File: src/rtl/uart_tx_scheduler_if.sv
`default_nettype none
// ============================================================================
// Module   : uart_tx_scheduler_if
// Purpose  : Requester handshakes and transmitter control bundle for
//            uart_tx_scheduler.
// Revision : 1.0 - initial release
// ============================================================================
interface uart_tx_scheduler_if;
    logic       req0_valid_i;
    logic [7:0] req0_data_i;
    logic       req0_ready_o;
    logic       req1_valid_i;
    logic [7:0] req1_data_i;
    logic       req1_ready_o;
    logic       tx_en_o;
    logic       tx_start_o;
    logic [4:0] tx_conf_o;
    logic [7:0] tx_data_o;
    logic       tx_done_i;

    modport master (
        input  req0_valid_i, req0_data_i, req1_valid_i, req1_data_i, tx_done_i,
        output req0_ready_o, req1_ready_o, tx_en_o, tx_start_o, tx_conf_o, tx_data_o
    );

    modport slave (
        output req0_valid_i, req0_data_i, req1_valid_i, req1_data_i, tx_done_i,
        input  req0_ready_o, req1_ready_o, tx_en_o, tx_start_o, tx_conf_o, tx_data_o
    );
endinterface
`default_nettype wire

File: src/rtl/uart_tx_scheduler.sv
`default_nettype none
// ============================================================================
// Module   : uart_tx_scheduler
// Purpose  : Round-robin scheduler feeding two byte requesters into one UART
//            transmitter; optional frame watchdog via UART_TX_SCHED_TIMEOUT_EN.
// Revision : 1.0 - initial release
// ============================================================================
module uart_tx_scheduler #(
    parameter int TIMEOUT_W      = 20,
    parameter int TIMEOUT_CYCLES = 1000000
) (
    input  logic                clk_i,
    input  logic                rst_i,
    input  logic                enable_i,
    input  logic [4:0]          conf_i,
    uart_tx_scheduler_if.master bus,
    output logic                busy_o,
    output logic                grant_o,
    output logic                timeout_o
);

    typedef enum logic [1:0] {
        IDLE  = 2'd0,
        START = 2'd1,
        WAIT  = 2'd2
    } state_t;

    state_t     state_q, state_d;
    logic       ptr_q, ptr_d;
    logic       grant_q, grant_d;
    logic       start_q, start_d;
    logic [7:0] data_q, data_d;
    logic [4:0] conf_q, conf_d;

    logic       any_valid;
    logic       sel;
    logic       accept;
    logic       expire;

    if (TIMEOUT_CYCLES < 1 || longint'(TIMEOUT_CYCLES) >= (longint'(1) << TIMEOUT_W)) begin : g_bad_timeout_cfg
        $error("TIMEOUT_CYCLES does not fit in TIMEOUT_W bits");
    end

    // A lone valid always wins; the pointer only breaks ties.
    assign any_valid        = bus.req0_valid_i | bus.req1_valid_i;
    assign sel              = (bus.req0_valid_i & bus.req1_valid_i) ? ptr_q : bus.req1_valid_i;
    assign accept           = (state_q == IDLE) & enable_i & any_valid;
    assign bus.req0_ready_o = accept & ~sel;
    assign bus.req1_ready_o = accept & sel;

    assign busy_o         = (state_q != IDLE);
    assign grant_o        = grant_q;
    assign bus.tx_start_o = start_q;
    assign bus.tx_data_o  = data_q;
    assign bus.tx_conf_o  = conf_q;

`ifdef UART_TX_SCHED_TIMEOUT_EN
    localparam logic [TIMEOUT_W-1:0] C_TO_LAST = TIMEOUT_W'(TIMEOUT_CYCLES - 1);

    logic [TIMEOUT_W-1:0] cnt_q, cnt_d;
    logic                 timeout_q, timeout_d;

    // A done pulse on the final count wins over the watchdog.
    assign expire = (state_q == WAIT) & ~bus.tx_done_i & (cnt_q == C_TO_LAST);

    always_comb begin
        cnt_d     = cnt_q;
        timeout_d = expire;
        if (state_q == START) begin
            cnt_d = '0;
        end else if (state_q == WAIT) begin
            cnt_d = cnt_q + TIMEOUT_W'(1);
        end
    end

    always_ff @(posedge clk_i or posedge rst_i) begin
        if (rst_i) begin
            cnt_q     <= '0;
            timeout_q <= 1'b0;
        end else begin
            cnt_q     <= cnt_d;
            timeout_q <= timeout_d;
        end
    end

    assign timeout_o   = timeout_q;
    assign bus.tx_en_o = (enable_i | busy_o) & ~timeout_q;
`else
    assign expire      = 1'b0;
    assign timeout_o   = 1'b0;
    assign bus.tx_en_o = enable_i | busy_o;
`endif

    always_comb begin
        state_d = state_q;
        ptr_d   = ptr_q;
        grant_d = grant_q;
        data_d  = data_q;
        conf_d  = conf_q;
        start_d = 1'b0;
        case (state_q)
            IDLE: begin
                if (accept) begin
                    state_d = START;
                    start_d = 1'b1;
                    data_d  = sel ? bus.req1_data_i : bus.req0_data_i;
                    conf_d  = conf_i;
                    grant_d = sel;
                    ptr_d   = ~sel;
                end
            end
            START: state_d = WAIT;
            WAIT: begin
                if (bus.tx_done_i || expire) begin
                    state_d = IDLE;
                end
            end
            default: state_d = IDLE;
        endcase
    end

    always_ff @(posedge clk_i or posedge rst_i) begin
        if (rst_i) begin
            state_q <= IDLE;
            ptr_q   <= 1'b0;
            grant_q <= 1'b0;
            start_q <= 1'b0;
            data_q  <= 8'h00;
            conf_q  <= 5'b00000;
        end else begin
            state_q <= state_d;
            ptr_q   <= ptr_d;
            grant_q <= grant_d;
            start_q <= start_d;
            data_q  <= data_d;
            conf_q  <= conf_d;
        end
    end

endmodule
`default_nettype wire

File: src/flat_wrapper.sv
// flat-port wrapper written by rule: the top's interface ports become plain ports
module uart_tx_scheduler_flat 
#(
    parameter int TIMEOUT_W      = 20,
    parameter int TIMEOUT_CYCLES = 1000000
)
  (clk_i, rst_i, enable_i, conf_i, busy_o, grant_o, timeout_o, bus_req0_valid_i, bus_req0_data_i, bus_req1_valid_i, bus_req1_data_i, bus_tx_done_i, bus_req0_ready_o, bus_req1_ready_o, bus_tx_en_o, bus_tx_start_o, bus_tx_conf_o, bus_tx_data_o);
  uart_tx_scheduler_if bus_i ();
  input  logic clk_i;
  input  logic rst_i;
  input  logic enable_i;
  input  logic [4:0] conf_i;
  output logic busy_o;
  output logic grant_o;
  output logic timeout_o;
  input wire logic [$bits(bus_i.req0_valid_i)-1:0] bus_req0_valid_i;
  input wire logic [$bits(bus_i.req0_data_i)-1:0] bus_req0_data_i;
  input wire logic [$bits(bus_i.req1_valid_i)-1:0] bus_req1_valid_i;
  input wire logic [$bits(bus_i.req1_data_i)-1:0] bus_req1_data_i;
  input wire logic [$bits(bus_i.tx_done_i)-1:0] bus_tx_done_i;
  output wire logic [$bits(bus_i.req0_ready_o)-1:0] bus_req0_ready_o;
  output wire logic [$bits(bus_i.req1_ready_o)-1:0] bus_req1_ready_o;
  output wire logic [$bits(bus_i.tx_en_o)-1:0] bus_tx_en_o;
  output wire logic [$bits(bus_i.tx_start_o)-1:0] bus_tx_start_o;
  output wire logic [$bits(bus_i.tx_conf_o)-1:0] bus_tx_conf_o;
  output wire logic [$bits(bus_i.tx_data_o)-1:0] bus_tx_data_o;
  assign bus_i.req0_valid_i = bus_req0_valid_i;
  assign bus_i.req0_data_i = bus_req0_data_i;
  assign bus_i.req1_valid_i = bus_req1_valid_i;
  assign bus_i.req1_data_i = bus_req1_data_i;
  assign bus_i.tx_done_i = bus_tx_done_i;
  assign bus_req0_ready_o = bus_i.req0_ready_o;
  assign bus_req1_ready_o = bus_i.req1_ready_o;
  assign bus_tx_en_o = bus_i.tx_en_o;
  assign bus_tx_start_o = bus_i.tx_start_o;
  assign bus_tx_conf_o = bus_i.tx_conf_o;
  assign bus_tx_data_o = bus_i.tx_data_o;
  uart_tx_scheduler #(.TIMEOUT_W(TIMEOUT_W), .TIMEOUT_CYCLES(TIMEOUT_CYCLES)) u_core (.clk_i(clk_i), .rst_i(rst_i), .enable_i(enable_i), .conf_i(conf_i), .bus(bus_i), .busy_o(busy_o), .grant_o(grant_o), .timeout_o(timeout_o));
endmodule
File: config.mk
export PLATFORM = sky130hd
export DESIGN_NAME = uart_tx_scheduler_flat
export DESIGN_NICKNAME = d
export VERILOG_FILES = /design/src/rtl/uart_tx_scheduler_if.sv /design/src/rtl/uart_tx_scheduler.sv /design/src/flat_wrapper.sv
export SDC_FILE = /design/constraint.sdc
export NUM_CORES = 1
export LEC_CHECK = 0
export BUFFER_PORTS_ARGS = -buffer_cell sky130_fd_sc_hd__buf_2
export CORE_MARGIN = 8
export CORE_UTILIZATION = 40
export DETAILED_ROUTE_END_ITERATION = 10
export PLACE_DENSITY = 0.74
export SLEW_MARGIN = 20
export SYNTH_ARGS = -nofsm -noshare
export SYNTH_HDL_FRONTEND = slang
export SYNTH_SLANG_ARGS = --single-unit
File: constraint.sdc
create_clock -name clk_i -period 1.34 [get_ports clk_i]
set_clock_uncertainty 0.05 [all_clocks]
set_input_delay 0.201 -clock clk_i [delete_from_list [all_inputs] [get_ports clk_i]]
set_output_delay 0.201 -clock clk_i [all_outputs]
set_load 0.01 [all_outputs]
==> results of run 1 <==
==> placed cells by master (no fill, tap or decap), types with 2 or more instances in the layout <==
cell type  netlist  final
and2_1           2      2
o21ai_0          8      8
buf_4            1     13
mux2_4           6      6
dfrtp_1         18     18
a21oi_1          9      9
nor2_2           0      2
buf_2            1     43
buf_6            3      3
clkbuf_4         0      3
a31oi_2          8      8
o211ai_1         8      8
inv_1            4      3
==> path summary, 6_finish.rpt <==
check	start	end	slack, ps	cells past startpoint
max	u_core.state_q[0]$_DFFE_PP0P_	bus_tx_en_o	-180	3
min	conf_i[0]	u_core.bus.tx_conf_o[0]$_DFFE_PP0P_	90	2
max reg2reg	u_core.state_q[1]$_DFFE_PP0P_	u_core.bus.tx_conf_o[1]$_DFFE_PP0P_	-30	4
min reg2reg	u_core.bus.tx_conf_o[2]$_DFFE_PP0P_	u_core.bus.tx_conf_o[2]$_DFFE_PP0P_	470	1
max in group asynchronous	rst_i	u_core.bus.tx_conf_o[4]$_DFFE_PP0P_	640	4
min in group asynchronous	rst_i	u_core.state_q[0]$_DFFE_PP0P_	410	4
==> power by group through the flow <==
stage,clock [uW],sequential [uW],combinational (uW)
finish,327,841,1000
global route,361,870,1090
CTS,337,842,1020
detailed placement,0,848,938
global placement,0,841,909
floorplan,0,928,482
==> cell families (layout without fill, tap and decap cells) <==
group,count (synthesis),count (layout),synth area share [%]
buf+inv,11,69,7.34
mux,7,7,10.8
flops,18,18,48.1
compound gates,35,35,27.9
simple gates,9,9,5.47
other cells,1,1,0.400
==> per-layer routing <==
layer	global-route usage, %	up-vias	share of wire, %
met1	14.0	399	40
met3	2.61	4	4.7
li1	-	408	-
met5	0	-	0
met4	4.90	0	1.5
met2	21.7	25	54
==> worst max-delay path: stages, from the launching register on <==
cell     delay (ps)
dfrtp_1         420
buf_6           120
or3_1           290
buf_2           140
==> state kept, by name, summed over array words and instances (netlist names) <==
name,count
u_core.bus.tx_conf_o,5
u_core.bus.tx_start_o,1
u_core.grant_o,1
u_core.ptr_q,1
u_core.state_q,2
u_core.bus.tx_data_o,8
==> timing repair <==
item                       4_1_cts  5_1_grt
setup endpoints to repair        4       18
buffers inserted                 5        1
hold endpoints to repair        18        0
pin swaps                        3        2
gates resized for setup          6        5
hold buffers                     1        0
==> layout make-up <==
cell class	count	area (sq um)	area share, %
repair buffers	61	372	27.7
inverters	4	15.0	1.12
clock buffers	4	36.3	2.71
well taps	28	35.0	2.61
flip-flops and latches	18	450	33.6
multi-input cells	52	433	32.3
==> stage by stage <==
| step | std cells | setup slack (ps) | instance area, sq um |
|---|---|---|---|
| after floorplan | 81 | 57.0 | 940 |
| after global placement | 158 | 64.8 | 1230 |
| after detailed placement | 158 | 31.0 | 1230 |
| after CTS | 168 | -181 | 1330 |
| after global routing | 167 | -239 | 1340 |
| final | 167 | -175 | 1340 |
==> results.tsv, run 1 <==
stage	metric	value	unit
worst_hold_path	Hold Path Class	input port to flop	
yosys	Post-Syn Area per Cell	11.6	sq um
floorplanning	io pins	47	
pwr	sequential power share	38.7	%
floorplanning	num rows	17	
yosys	Post-synth EDFFs	0	
yosys	distinct cell type count after synthesis	20	
layout	fin util	60.6	%
yosys	asr flop ratio synth	100	%
timing	Final Worst Setup Slack	-175	ps
pwr	share of power burned in combinational logic	46.2	%
floorplanning	Core Box Area	2210	sq um
floorplanning	initial core utilization	42.4	%
pwr	Power per Cell Area	1620	nW/um^2
yosys	Synth top area share	48.1	%
clock_network	Clk pin slew, worst setup/hold paths	100	ps
yosys	syn nets	108	
clock_network	root buf cell	clkbuf_4	
timing	post-layout min period	1520	ps
timing	Final Hold Fails	0	
clock_network	CTS sink count	18	
yosys	Synth area leaders	dfrtp_1 48%, a31oi_2 11%, mux2_4 9.6%	
yosys	predominant post-synthesis flop cell	dfrtp_1	
worst_setup_path	Arr. time, crit path	1260	ps
layout	Filler cells	197	
pwr	leak pwr	0.000638	uW
route	vias per cell	5.01	
pwr	Max VDD drop	929	uV
clock_network	H-tree depth	1	
layout	net count reported at finish	167	
grt	vias in the first global route	907	
grt	gr usage total	12.3	%
route	routed wire length	2550	microns
clock_network	CTS tree	built	
floorplanning	die area	4150	sq um
yosys	FF+latch count, synth	18	
outcome	violated checks	setup timing	
placement	dpl hpwl	1970	microns
floorplanning	Die Span Y	64.4	microns
pwr	switching power share of the total	34.9	%
route	number of DRC violations after detailed-routing iteration 0	25	
pwr	P_int	1420	uW
yosys	Syn Inst Count	81	
placement	GP Congestion	0.769	
pwr	clock group share of total power	15.1	%
grt	initial antenna violation count	0	
yosys	top-count cell post-synth	dfrtp_1	
route	drt first pass iters	4	
yosys	Seq/Total Area, Yosys	48.1	%
timing	setup TNS	-676	ps
timing	Slew Viols, Final	0	
yosys	Commonest cells post-synth	18 x dfrtp_1, 9 x a21oi_1, 8 x a31oi_2, 8 x o211ai_1, 8 x o21ai_0	
floorplanning	Die X-Extent	64.4	microns
route	via count	836	
pwr	Overall Power	2170	uW
timing	setup violators final	9	
layout	Synth-to-Final Area Change	43.1	%
yosys	top cell type by total area after synthesis	dfrtp_1	
worst_setup_path	critical path type	flop to output pin	
clock_network	Skew-Pair Late Insertion Delay	290	ps
worst_setup_path	required time of the critical path	1090	ps
yosys	Mapped Area	937	sq um
pwr	P_sw	758	uW
clock_network	CTS max path bufs	2	
grt	largest net degree at the start of global routing	19	
grt	grt total ovfl	0	
worst_setup_path	CP max FO	2	
timing	final hold slack	89.1	ps
route	post-route ant nets	0	
timing	Tcrit/Tclk final	113	%
worst_setup_path	Worst setup SP type	flop	
timing	RSZ-0062 raised after global routing	yes	
grt	global-route wire length before repair	4150	microns
route	DRC Markers	0	
layout	antenna diode count	0	
outcome	status	finished with violations	
layout	share of cells above drive strength 1	61.9	%
yosys	Yosys warnings	0	
worst_setup_path	CP Capture Type	output pin	
flow_run	max-cap viol count	0	
route	Wirelength per Cell	15.2	microns
timing	Max Fclk	660	MHz
placement	I/O Buffers	45	
clock_network	CTS Buf Count	3	
No activity file was read; power rests on OpenSTA's default activity.
==> run 2, diff against run 1 <==
--- a/config.mk
+++ b/config.mk
@@ -10,6 +10,7 @@
 export CORE_UTILIZATION = 40
 export DETAILED_ROUTE_END_ITERATION = 10
 export PLACE_DENSITY = 0.74
+export RECOVER_POWER = 50
 export SLEW_MARGIN = 20
 export SYNTH_ARGS = -nofsm -noshare
 export SYNTH_HDL_FRONTEND = slang
==> results.tsv, run 2 (same netlist as run 1, synthesis figures left out) <==
stage	metric	value	unit	change
outcome	status	finished with violations		
outcome	violated checks	setup timing		
layout	Post-Layout Inst Area	1340	sq um	-0.28%
layout	net count reported at finish	167		unchanged
worst_hold_path	hold path endpoint	u_core.bus.tx_conf_o[0]$_DFFE_PP0P_		
grt	vias in the first global route	907		unchanged
clock_network	root buf cell	clkbuf_4		
clock_network	CTS tree	built		
worst_setup_path	Crit path max-delay family	flip-flops		
timing	Slew Viols, Final	0		unchanged
clock_network	Skew-Pair Late Insertion Delay	290	ps	about the same
floorplanning	die area	4150	sq um	unchanged
worst_setup_path	required time of the critical path	1090	ps	about the same
placement	GP Congestion	0.769		unchanged
worst_setup_path	CP Capture Type	output pin		
layout	commonest non-fill, non-tap cell in the layout	buf_2		
timing	Tcrit/Tclk final	113	%	unchanged
worst_hold_path	hold path cells	2		unchanged
layout	commonest cells after routing, fill and taps aside	42 x buf_2, 18 x dfrtp_1, 12 x buf_4		
timing	Final Hold Fails	0		unchanged
layout	max reg flops	8		unchanged
timing	setup violators final	9		unchanged
worst_setup_path	WP buf/inv	2		unchanged
layout	share of cells above drive strength 1	61.2	%	-0.72 points
clock_network	Clk pin slew, worst setup/hold paths	100	ps	about the same
floorplanning	Core Box Area	2210	sq um	unchanged
worst_setup_path	r2r setup slk	-30	ps	about the same
route	post-route ant nets	0		unchanged
clock_network	H-tree depth	1		unchanged
pwr	Max VDD drop	929	uV	about the same
floorplanning	initial core utilization	42.4	%	unchanged
route	vias per cell	5.00		-0.12%
route	via count	835		-0.12%
floorplanning	num rows	17		unchanged
grt	global-route wire length before repair	4150	microns	unchanged
grt	gr usage total	12.3	%	unchanged
placement	Post-DP Area	1230	sq um	unchanged
placement	I/O Buffers	45		unchanged
worst_setup_path	slowest stage cell, crit path	dfrtp_1		
clock_network	CTS Buf Count	3		unchanged
worst_setup_path	Critical R2R Capture	u_core.bus.tx_conf_o[1]$_DFFE_PP0P_		
route	routed wire length	2550	microns	+0.12%
worst_setup_path	Worst setup SP type	flop		
timing	setup TNS	-676	ps	-0.00100 ps
timing	post-layout min period	1520	ps	unchanged
timing	Final Worst Setup Slack	-175	ps	unchanged
layout	Filler cells	198		+0.51%
floorplanning	Die Span Y	64.4	microns	unchanged
worst_setup_path	CP max FO	2		unchanged
route	drt first pass iters	4		unchanged
worst_setup_path	Arr. time, crit path	1260	ps	about the same
route	number of DRC violations after detailed-routing iteration 0	25		unchanged
timing	RSZ-0062 raised after global routing	yes		
worst_setup_path	cells along the critical path	buf_6, or3_1, buf_2		
worst_setup_path	peak per-stage delay on the critical path	420	ps	about the same
layout	antenna diode count	0		unchanged
worst_setup_path	reg2reg start	u_core.state_q[1]$_DFFE_PP0P_		
clock_network	CTS sink count	18		unchanged
pwr	Power per Cell Area	1620	nW/um^2	+0.19%
worst_hold_path	Hold Path Class	input port to flop		
floorplanning	io pins	47		unchanged
flow_run	max-cap viol count	0		unchanged
pwr	leak pwr	0.000634	uW	-0.68%
layout	Synth-to-Final Area Change	42.7	%	
grt	initial antenna violation count	0		unchanged
route	DRC Markers	0		unchanged
worst_setup_path	critical path type	flop to output pin		
worst_setup_path	CP Launch Point	u_core.state_q[0]$_DFFE_PP0P_		
layout	fin util	60.5	%	-0.17 points
floorplanning	Die X-Extent	64.4	microns	unchanged
worst_hold_path	worst hold start	conf_i[0]		
grt	largest net degree at the start of global routing	19		unchanged
timing	Max Fclk	660	MHz	unchanged
route	Wirelength per Cell	15.3	microns	+0.12%
timing	final hold slack	89.1	ps	unchanged
grt	grt total ovfl	0		unchanged
clock_network	CTS max path bufs	2		unchanged
worst_setup_path	worst reg2reg path depth	4		unchanged
placement	dpl hpwl	1970	microns	unchanged
run 2: cell count changes in the layout (fill, tap and decap cells not counted), sizes merged:
cell and delta:
buf -2, clkbuf +2
run 2: worst max path at each step:
stage | depth (start not counted) | slack (ps) | end
floorplan | 4 | 60 | bus_req0_ready_o
global placement | 4 | 60 | bus_req0_ready_o
detailed placement | 4 | 30 | bus_req0_ready_o
CTS | 4 | -180 | bus_req0_ready_o
global route | 4 | -240 | bus_req0_ready_o
finish | 3 | -180 | bus_tx_en_o
run 2: power breakdown:
part	switching (uW)	total (uW)	internal (uW)
combinational	492	1000	510
sequential	104	841	737
clock	162	327	165
total	758	2170	1410
run 2: what timing repair did:
item / CTS / global route
hold endpoints to repair: 18 / 0
resized for setup: 6 / 5
pin swaps: 3 / 2
gates cloned: 0 / 0
hold buffers: 1 / 0
buffers inserted: 5 / 1
setup endpoints to repair: 4 / 18
run 2: layout make-up:
class,count,area (sq um),area share (%)
Inverter,4,15.0,1.12
Clock buffer,4,36.3,2.71
Tap cell,28,35.0,2.62
Timing Repair Buffer,61,368,27.5
Sequential cell,18,450,33.7
Multi-Input combinational cell,52,433,32.4
run 2: metrics by stage:
stage,worst slack [ps],cells,power [uW]
after global placement,64.8,158,1750
after CTS,-181,168,2200
final,-175,167,2170
after detailed placement,31.0,158,1790
after floorplan,57.0,81,1410
after global routing,-239,167,2320
run 2: metal layers:
layer / up-vias / routed length (microns) / track usage [%] / share of wire, %
met5: - / 0 / 0 / 0
met4: 0 / 38 / 4.90 / 1.5
met3: 4 / 121 / 2.61 / 4.7
met2: 25 / 1370 / 21.7 / 54
met1: 398 / 1020 / 14.0 / 40
li1: 408 / - / - / -
==> run 3, diff against run 2 <==
--- a/config.mk
+++ b/config.mk
@@ -7,9 +7,9 @@
 export LEC_CHECK = 0
 export BUFFER_PORTS_ARGS = -buffer_cell sky130_fd_sc_hd__buf_2
 export CORE_MARGIN = 8
-export CORE_UTILIZATION = 40
+export CORE_UTILIZATION = 44
 export DETAILED_ROUTE_END_ITERATION = 10
-export PLACE_DENSITY = 0.74
+export PLACE_DENSITY = 0.77
 export RECOVER_POWER = 50
 export SLEW_MARGIN = 20
 export SYNTH_ARGS = -nofsm -noshare
==> constraint.sdc (replaced) <==
create_clock -name clk_i -period 1.5 [get_ports clk_i]
set_clock_uncertainty 0.05 [all_clocks]
set_input_delay 0.225 -clock clk_i [delete_from_list [all_inputs] [get_ports clk_i]]
set_output_delay 0.225 -clock clk_i [all_outputs]
set_load 0.01 [all_outputs]
==> results.tsv, run 3 (same netlist as run 1, synthesis figures left out) <==
stage	metric	value	unit	change
placement	Post-DP Area	1200	sq um	-2.1%
floorplanning	num rows	16		-1
worst_setup_path	CP max FO	4		+2
layout	max reg flops	8		unchanged
worst_setup_path	CP Capture Type	output pin		
route	vias per cell	5.23		+4.7%
floorplanning	Die Span Y	62.2	microns	-3.5%
pwr	P_sw	684	uW	-9.8%
pwr	switching power share of the total	35.2	%	+0.33 points
floorplanning	Die X-Extent	62.2	microns	-3.5%
layout	net count reported at finish	167		unchanged
clock_network	CTS tree	built		
timing	Final Worst Setup Slack	-63.7	ps	+111 ps
pwr	leak pwr	0.000642	uW	+1.3%
worst_setup_path	Worst setup SP type	flop		
clock_network	CTS sink count	18		unchanged
pwr	P_int	1260	uW	-11%
flow_run	max-cap viol count	0		unchanged
route	via count	869		+4.1%
timing	post-layout min period	1560	ps	
timing	setup violators final	3		-6
clock_network	H-tree depth	1		unchanged
outcome	status	finished with violations		
layout	Post-Layout Inst Area	1340	sq um	unchanged
worst_setup_path	Arr. time, crit path	1290	ps	+30 ps
pwr	sequential power share	39.1	%	+0.3 points
grt	gr usage total	13.5	%	+1.2 points
grt	vias in the first global route	927		+2.2%
floorplanning	Core Box Area	1980	sq um	-10%
layout	commonest cells after routing, fill and taps aside	43 x buf_2, 18 x dfrtp_1, 13 x buf_4		
route	number of DRC violations after detailed-routing iteration 0	27		+8.0%
pwr	Power per Cell Area	1450	nW/um^2	-11%
worst_setup_path	required time of the critical path	1220	ps	+130 ps
placement	dpl hpwl	1930	microns	-2.0%
outcome	violated checks	setup timing		
clock_network	CTS max path bufs	2		unchanged
grt	initial antenna violation count	0		unchanged
timing	RSZ-0062 raised after global routing	yes		
floorplanning	die area	3860	sq um	-6.9%
grt	largest net degree at the start of global routing	19		unchanged
pwr	Max VDD drop	788	uV	-15%
timing	Final Hold Fails	0		unchanged
layout	share of cells above drive strength 1	61.9	%	+0.72 points
placement	GP Congestion	0.742		-3.4%
route	Wirelength per Cell	15.8	microns	+3.7%
layout	fin util	67.5	%	+7.0 points
layout	antenna diode count	0		unchanged
floorplanning	io pins	47		unchanged
worst_setup_path	critical path type	flop to output pin		
route	post-route ant nets	0		unchanged
clock_network	CTS Buf Count	3		unchanged
route	DRC Markers	0		unchanged
worst_hold_path	Hold Path Class	input port to flop		
clock_network	Skew-Pair Late Insertion Delay	290	ps	about the same
timing	Tcrit/Tclk final	104	%	
placement	I/O Buffers	45		unchanged
layout	Synth-to-Final Area Change	42.7	%	unchanged
pwr	clock group share of total power	15.2	%	about the same
grt	global-route wire length before repair	4390	microns	+5.7%
clock_network	Clk pin slew, worst setup/hold paths	100	ps	about the same
timing	Slew Viols, Final	0		unchanged
route	drt first pass iters	4		unchanged
route	routed wire length	2630	microns	+3.1%
timing	Max Fclk	639	MHz	
grt	grt total ovfl	0		unchanged
pwr	share of power burned in combinational logic	45.8	%	-0.4 points
floorplanning	initial core utilization	47.3	%	+4.9 points
layout	commonest non-fill, non-tap cell in the layout	buf_2		
clock_network	root buf cell	clkbuf_4		
run 3: cell types whose count changed in the layout (fill, tap and decap cells not counted):
cell      before  now
and2_1         2    1
and2_4         1    2
buf_2         42   43
buf_4         12   13
buf_8          1    0
clkbuf_1       1    0
inv_1          3    4
inv_2          1    0
nor2b_2        1    0
nor2b_4        1    2
run 3: layout make-up:
cell class | instances | area, sq um
Clock buffer | 4 | 36.3
Multi-Input combinational cell | 52 | 440
Fill cell | 159 | 644
Sequential cell | 18 | 450
Inverter | 4 | 15.0
Tap cell | 27 | 33.8
Timing Repair Buffer | 61 | 362
run 3: power by group through the flow:
stage	Sequential [uW]	Combinational (uW)	Clock, uW
after detailed placement	760	819	0
after floorplan	829	428	0
after CTS	756	867	293
after global placement	754	787	0
final	758	888	294
after global routing	776	961	322
run 3: worst max-delay path, stage by stage, from the launching register on:
cell     delay, ps
dfrtp_1        420
nor2_2         140
and2_4         180
nor2b_4        160
buf_6          110
run 3: timing repair:
item | CTS | global route
endpoints found under the hold margin | 18 | 0
hold buffers | 1 | 0
setup buffers | 5 | 2
gates resized for setup | 3 | 7
pin swaps | 2 | 3
endpoints found under the setup margin | 4 | 4
run 3: final timing paths:
check                                                    startpoint                                   to  slack [ps]  cells after the start
worst max register to register        u_core.state_q[1]$_DFFE_PP0P_  u_core.bus.tx_data_o[5]$_DFFE_PP0P_         100                      5
max in group asynchronous                                     rst_i  u_core.bus.tx_data_o[0]$_DFFE_PP0P_         600                      4
worst max-delay path                  u_core.state_q[1]$_DFFE_PP0P_                     bus_req0_ready_o         -60                      4
min in group asynchronous                                     rst_i  u_core.bus.tx_data_o[5]$_DFFE_PP0P_         500                      4
worst min register to register  u_core.bus.tx_conf_o[3]$_DFFE_PP0P_  u_core.bus.tx_conf_o[3]$_DFFE_PP0P_         470                      1
worst min-delay path                                      conf_i[2]  u_core.bus.tx_conf_o[2]$_DFFE_PP0P_         120                      2
run 3: stage by stage:
step	worst slack, ps	instances	TNS [ps]	hold WS [ps]	power, uW
floorplan	101	81	0	114	1260
global placement	49.8	154	0	197	1540
detailed placement	-11.1	154	-16.4	201	1580
CTS	-44.6	164	-75.7	116	1920
global route	-116	166	-330	112	2060
finish	-63.7	166	-130	115	1940
run 3: metal layers:
layer,share of wire (%),global-route usage (%),up-vias
met3,8.0,3.58,8
met1,40,16.4,406
met5,0,0,-
met4,2.3,5.25,0
li1,-,-,407
met2,50,22.1,48
